File: src/rtl/q4_pkg.sv
// Shared types and constants for the q4 cell self-test engine.
package q4_pkg;

   typedef enum logic [1:0] {
      StIdle,
      StApply,
      StCheck,
      StDone
   } q4_state_e;

   // Full-adder truth tables, indexed by {a,b,c}.
   localparam logic [7:0] Q4_EXP_D = 8'h96;
   localparam logic [7:0] Q4_EXP_E = 8'hE8;

   localparam int unsigned Q4_SETTLE_MAX = 15;
   localparam int unsigned Q4_CNT_W      = $clog2(Q4_SETTLE_MAX + 1);

endpackage

File: src/rtl/q4_vec_sequencer.sv
// Vector index and settle counter for the q4 self-test walk.
module q4_vec_sequencer
   import q4_pkg::*;
#(
   parameter int unsigned SETTLE = 4
) (
   input  logic       clk,
   input  logic       rst,
   input  logic       clear,
   input  logic       step,
   input  logic       advance,
   output logic [2:0] vec,
   output logic       last_settle,
   output logic       last_vec
);

   localparam logic [Q4_CNT_W-1:0] SettleLast = Q4_CNT_W'(SETTLE - 1);

   logic [2:0]          vec_q, vec_d;
   logic [Q4_CNT_W-1:0] cnt_q, cnt_d;

   // The count holds at its last value so a one-cycle APPLY works with SETTLE=1.
   always_comb begin
      vec_d = vec_q;
      cnt_d = cnt_q;
      if (clear) begin
         vec_d = 3'd0;
         cnt_d = '0;
      end else if (advance) begin
         vec_d = vec_q + 3'd1;
         cnt_d = '0;
      end else if (step && !last_settle) begin
         cnt_d = cnt_q + 1'b1;
      end
   end

   always_ff @(posedge clk) begin
      if (rst) begin
         vec_q <= 3'd0;
         cnt_q <= '0;
      end else begin
         vec_q <= vec_d;
         cnt_q <= cnt_d;
      end
   end

   assign vec         = vec_q;
   assign last_settle = (cnt_q == SettleLast);
   assign last_vec    = (vec_q == 3'd7);

endmodule

File: config.mk
export PLATFORM = sky130hd
export DESIGN_NAME = q4_vec_sequencer
export DESIGN_NICKNAME = d
export VERILOG_FILES = /design/src/rtl/q4_pkg.sv /design/src/rtl/q4_vec_sequencer.sv
export SDC_FILE = /design/constraint.sdc
export NUM_CORES = 1
export LEC_CHECK = 0
export ABC_AREA = 1
export BUFFER_PORTS_ARGS = -buffer_cell sky130_fd_sc_hd__buf_2
export CORE_AREA = 2 2 39 41
export CTS_BUF_LIST = sky130_fd_sc_hd__clkbuf_4
export DETAILED_ROUTE_END_ITERATION = 8
export DIE_AREA = 0 0 41 43
export SYNTH_ARGS = -nofsm -noshare
export SYNTH_HDL_FRONTEND = slang
export SYNTH_SLANG_ARGS = --single-unit
File: constraint.sdc
create_clock -name clk -period 1.82 [get_ports clk]
set_input_delay 0.182 -clock clk [delete_from_list [all_inputs] [get_ports clk]]
set_output_delay 0.182 -clock clk [all_outputs]
set_load 0.03 [all_outputs]
## Yosys cells after proc, flatten, opt, wreduce, memory -nomap -nowiden

Index checks and enable logic that the tools add are counted.
W data, S select, Z words.

- Register bits after elaboration: 7
- Bits of input ports: 5

- Reduce and logical (&&, ||, !) cells: 4
- Equality and inequality tests: 2
- Add/subtract/negate cells: 2

Operator list:

| cell | count |
|---|---|
| $add A4 B1 Y4 const B | 1 |
| $eq A4 B2 Y1 const B | 1 |
| $add A3 B1 Y3 const B | 1 |
| $eq A3 B3 Y1 const B | 1 |
| $reduce_or A3 Y1 | 1 |
| $reduce_or A2 Y1 | 1 |
| $logic_and A1 B1 Y1 | 1 |
| $logic_not A1 Y1 | 1 |

## Longest topological paths before layout

- Depth in word-level cells: 3
- Mapped depth: 5
- Mapped depth without buffers: 5

## Worst setup path before layout

OpenSTA, ideal clock, no wires.

- Path type: reg-to-output
- From: reg vec_q[0] (netlist: vec[0])
- To: out last_vec
- Cell stages (with the launch flop): 3
- Slack: 0.603 ns
- Data arrival time: 1.035 ns
- Cell sequence: dfxtp_1 -> ha_1 -> ha_1

- Word-level cells in the longest chain between the ends: 1

Ends and longest elaborated chain:

| item | line | source |
|---|---|---|
| from (decl) | q4_vec_sequencer.sv:19 | `logic [2:0] vec_q, vec_d;` |
| from (signal assigned) | q4_vec_sequencer.sv:42 | `vec_q <= vec_d;` |
| $eq A3 B3 Y1 | q4_vec_sequencer.sv:49 | `assign last_vec = (vec_q == 3'd7);` |
| to (decl) | q4_vec_sequencer.sv:14 | `output logic last_vec` |

Every way passes these cells.

## Final worst setup path

- From: reg cnt_q[0]
- To: out last_settle

- Word-level cells in the longest chain between the ends: 1

Ends and longest elaborated chain:

| item | line | source |
|---|---|---|
| from (decl) | q4_vec_sequencer.sv:20 | `logic [Q4_CNT_W-1:0] cnt_q, cnt_d;` |
| from (signal assigned) | q4_vec_sequencer.sv:43 | `cnt_q <= cnt_d;` |
| $eq A4 B2 Y1 | q4_vec_sequencer.sv:48 | `assign last_settle = (cnt_q == SettleLast);` |
| to (decl) | q4_vec_sequencer.sv:13 | `output logic last_settle,` |

Every way passes these cells.

==> flow_summary.json <==
{
  "drtIter0Drc": 6,
  "synthDominantCellAreaShare_pct": 39.9,
  "critPathBufInv": 2,
  "ant_nets": 0,
  "async_reset_ff_share_pct": 0,
  "cts_hold_buf": 0,
  "clockBufferDepth": 2,
  "cap_violations": 0,
  "cp-start-kind": "flip-flop",
  "fin_skew_ps": 3.26,
  "grt_remaining_overflow": 0,
  "fin_crit_ps": 1390,
  "clk_root_buffer_cell": "clkbuf_4",
  "netlist_top_cells_area": "dfxtp_1, ha_1, nand2_1, nor2_1, inv_1",
  "synth-edff-count": 0,
  "viasPerCell": 4.44,
  "critPathTopFamily": "flip-flops",
  "rows": 14,
  "seq_power_share_pct": 47.5,
  "arrival_ps": 1210,
  "areaGrowthSynthToFinish_pct": 27.0,
  "run_status": "finished, final reports clean",
  "cp-end-kind": "output port",
  "rrSetupSlack_ps": 750,
  "peakVddDrop_v": 0.000253,
  "ios": 10,
  "start_util_pct": 25.4,
  "p_per_area_nw_per_um2": 748,
  "design.die.area_um2": 1760,
  "max_slew_margin_pct": 86.8,
  "nets": 68,
  "vias": 333,
  "diodes": 0,
  "grt_pass1_vias": 281,
  "grt_use_met2_pct": 12.2,
  "power.internal_uw": 265,
  "drc": 0,
  "wl_per_cell_um": 8.31,
  "wirelength_um": 623,
  "slew_viol_final": 0,
  "synth_most_common_cell": "nand2_1",
  "rsz0062_at_grt": "false",
  "cts_setup_buffers": 0,
  "p_leak_uw": 0.000213,
  "cts_resized": 0,
  "yosys.cell_types.count": 16,
  "yosysSeqAreaShare_pct": 39.9,
  "layout_worst_path_cycle_share_pct": 76.3,
  "grt_antenna_before_repair": 0,
  "avgSynthCellArea_um2": 7.64,
  "path_clk_slew_ps": 50,
  "path_class": "flip-flop to output port",
  "finalHoldViolCount": 0,
  "grtUsageTotal_pct": 8.87,
  "grt_max_degree": 6,
  "crit_path_cell_trace": "ha_1 -> nand2_2 -> inv_1 -> buf_2",
  "fmax_mhz": 720,
  "cts-buffers-inserted": 3,
  "core_area_um2": 1380,
  "worst_pin_slew_ps": 197,
  "synth_area_leader_cell": "dfxtp_1",
  "synth_seq_cells": 7,
  "grt_pass1_wl_mm": 1.03,
  "place_congestion": 0.704,
  "power_switching_share_pct": 20.7,
  "setup_viol": 0,
  "p_comb_share_pct": 7.8,
  "clockPowerShare_pct": 44.7,
  "portBuffers": 9,
  "die-width_um": 41,
  "grt_most_used_layer": "met2",
  "cp_max_fo": 5,
  "synth_top_flop_cell": "dfxtp_1",
  "syn_area_um2": 352,
  "final_util_pct": 32.3,
  "cts_tree": "done",
  "yosys-top-cells-count": "nand2_1, dfxtp_1, nor2_1",
  "switchingPower_uw": 69.0,
  "finalSetupTns_ps": 0,
  "met1_usage_pct": 10.1,
  "die_y_um": 43,
  "grtUsageMet3_pct": 4.71,
  "cts_sinks": 7,
  "cts_max_level": 1,
  "clk_latency_ps": 240,
  "cpMaxStageDelayCell": "dfxtp_1",
  "required_ps": 1640,
  "drt_pass1_iterations": 4,
  "yosysWarnings": 0,
  "drive_gt1_share_pct": 28.8,
  "max_stage_delay_ps": 380,
  "synthCells": 46,
  "synth_fp_nets": 54,
  "hp-class": "primary input to flip-flop"
}
==> logic make-up (layout without fill, tap and decap cells) <==
logic type,after synthesis,count (layout),synth area share (%)
fa+ha+maj,3,3,10.7
buf+inv,5,18,5.34
simple gates,23,23,29.5
xor+xnor,1,1,2.49
flops,7,7,39.9
compound gates,7,7,12.1
==> worst paths after layout <==
| check | endpoint | cells after the start | from |
|---|---|---|---|
| max | last_settle | 4 | cnt_q[0] |
| min | vec[1] | 3 | advance |
| max reg2reg | cnt_q[3] | 4 | cnt_q[0] |
| min reg2reg | vec[1] | 2 | vec[1] |
==> registers in the layout, summed over array words and instances (netlist names) <==
| name | count |
|---|---|
| cnt_q | 4 |
| vec | 3 |
==> layout by cell type (no fill, tap or decap), drive strengths merged, types with 2 or more instances in the layout <==
master	instances
clkbuf	4
buf	9
nand2	12
dfxtp	7
ha	3
a21oi	4
nand4	2
nor2	7
inv	5
==> layer usage <==
layer / up-vias / share of wire [%]
li1: 181 / -
met1: 143 / 47
met2: 9 / 46
met3: 0 / 7.1
met4: 0 / 0
met5: - / 0
==> power groups by stage <==
stage | sequential [uW] | clock [uW] | combinational (uW)
detailed placement | 162 | 0 | 25.9
floorplan | 165 | 0 | 12.7
CTS | 159 | 158 | 26.2
global placement | 162 | 0 | 26.3
global route | 159 | 164 | 29.0
finish | 159 | 149 | 25.9
==> cell type report <==
type | count | area (um2)
sequential | 7 | 140
fill | 149 | 937
timing repair buffer | 9 | 45.0
inverter | 5 | 18.8
tap | 16 | 20.0
multi-input combinational | 34 | 193
clock buffer | 4 | 30.0
==> per-stage QoR <==
step / setup WS (ps) / hold WS, ps / instances / total power (uW) / instance area [um2]
4_1_cts: 412 / 231 / 75 / 342 / 447
2_1_floorplan: 603 / 322 / 46 / 177 / 352
6_report: 431 / 234 / 75 / 334 / 447
3_5_place_dp: 687 / 472 / 71 / 188 / 417
5_1_grt: 298 / 251 / 75 / 352 / 447
3_3_place_gp: 719 / 467 / 71 / 188 / 417
==> worst min-delay path, cell delays in order <==
cell	delay, ps
buf_2	130
nand2_1	60
a21oi_1	50
Power figures use the tool's default switching activity.
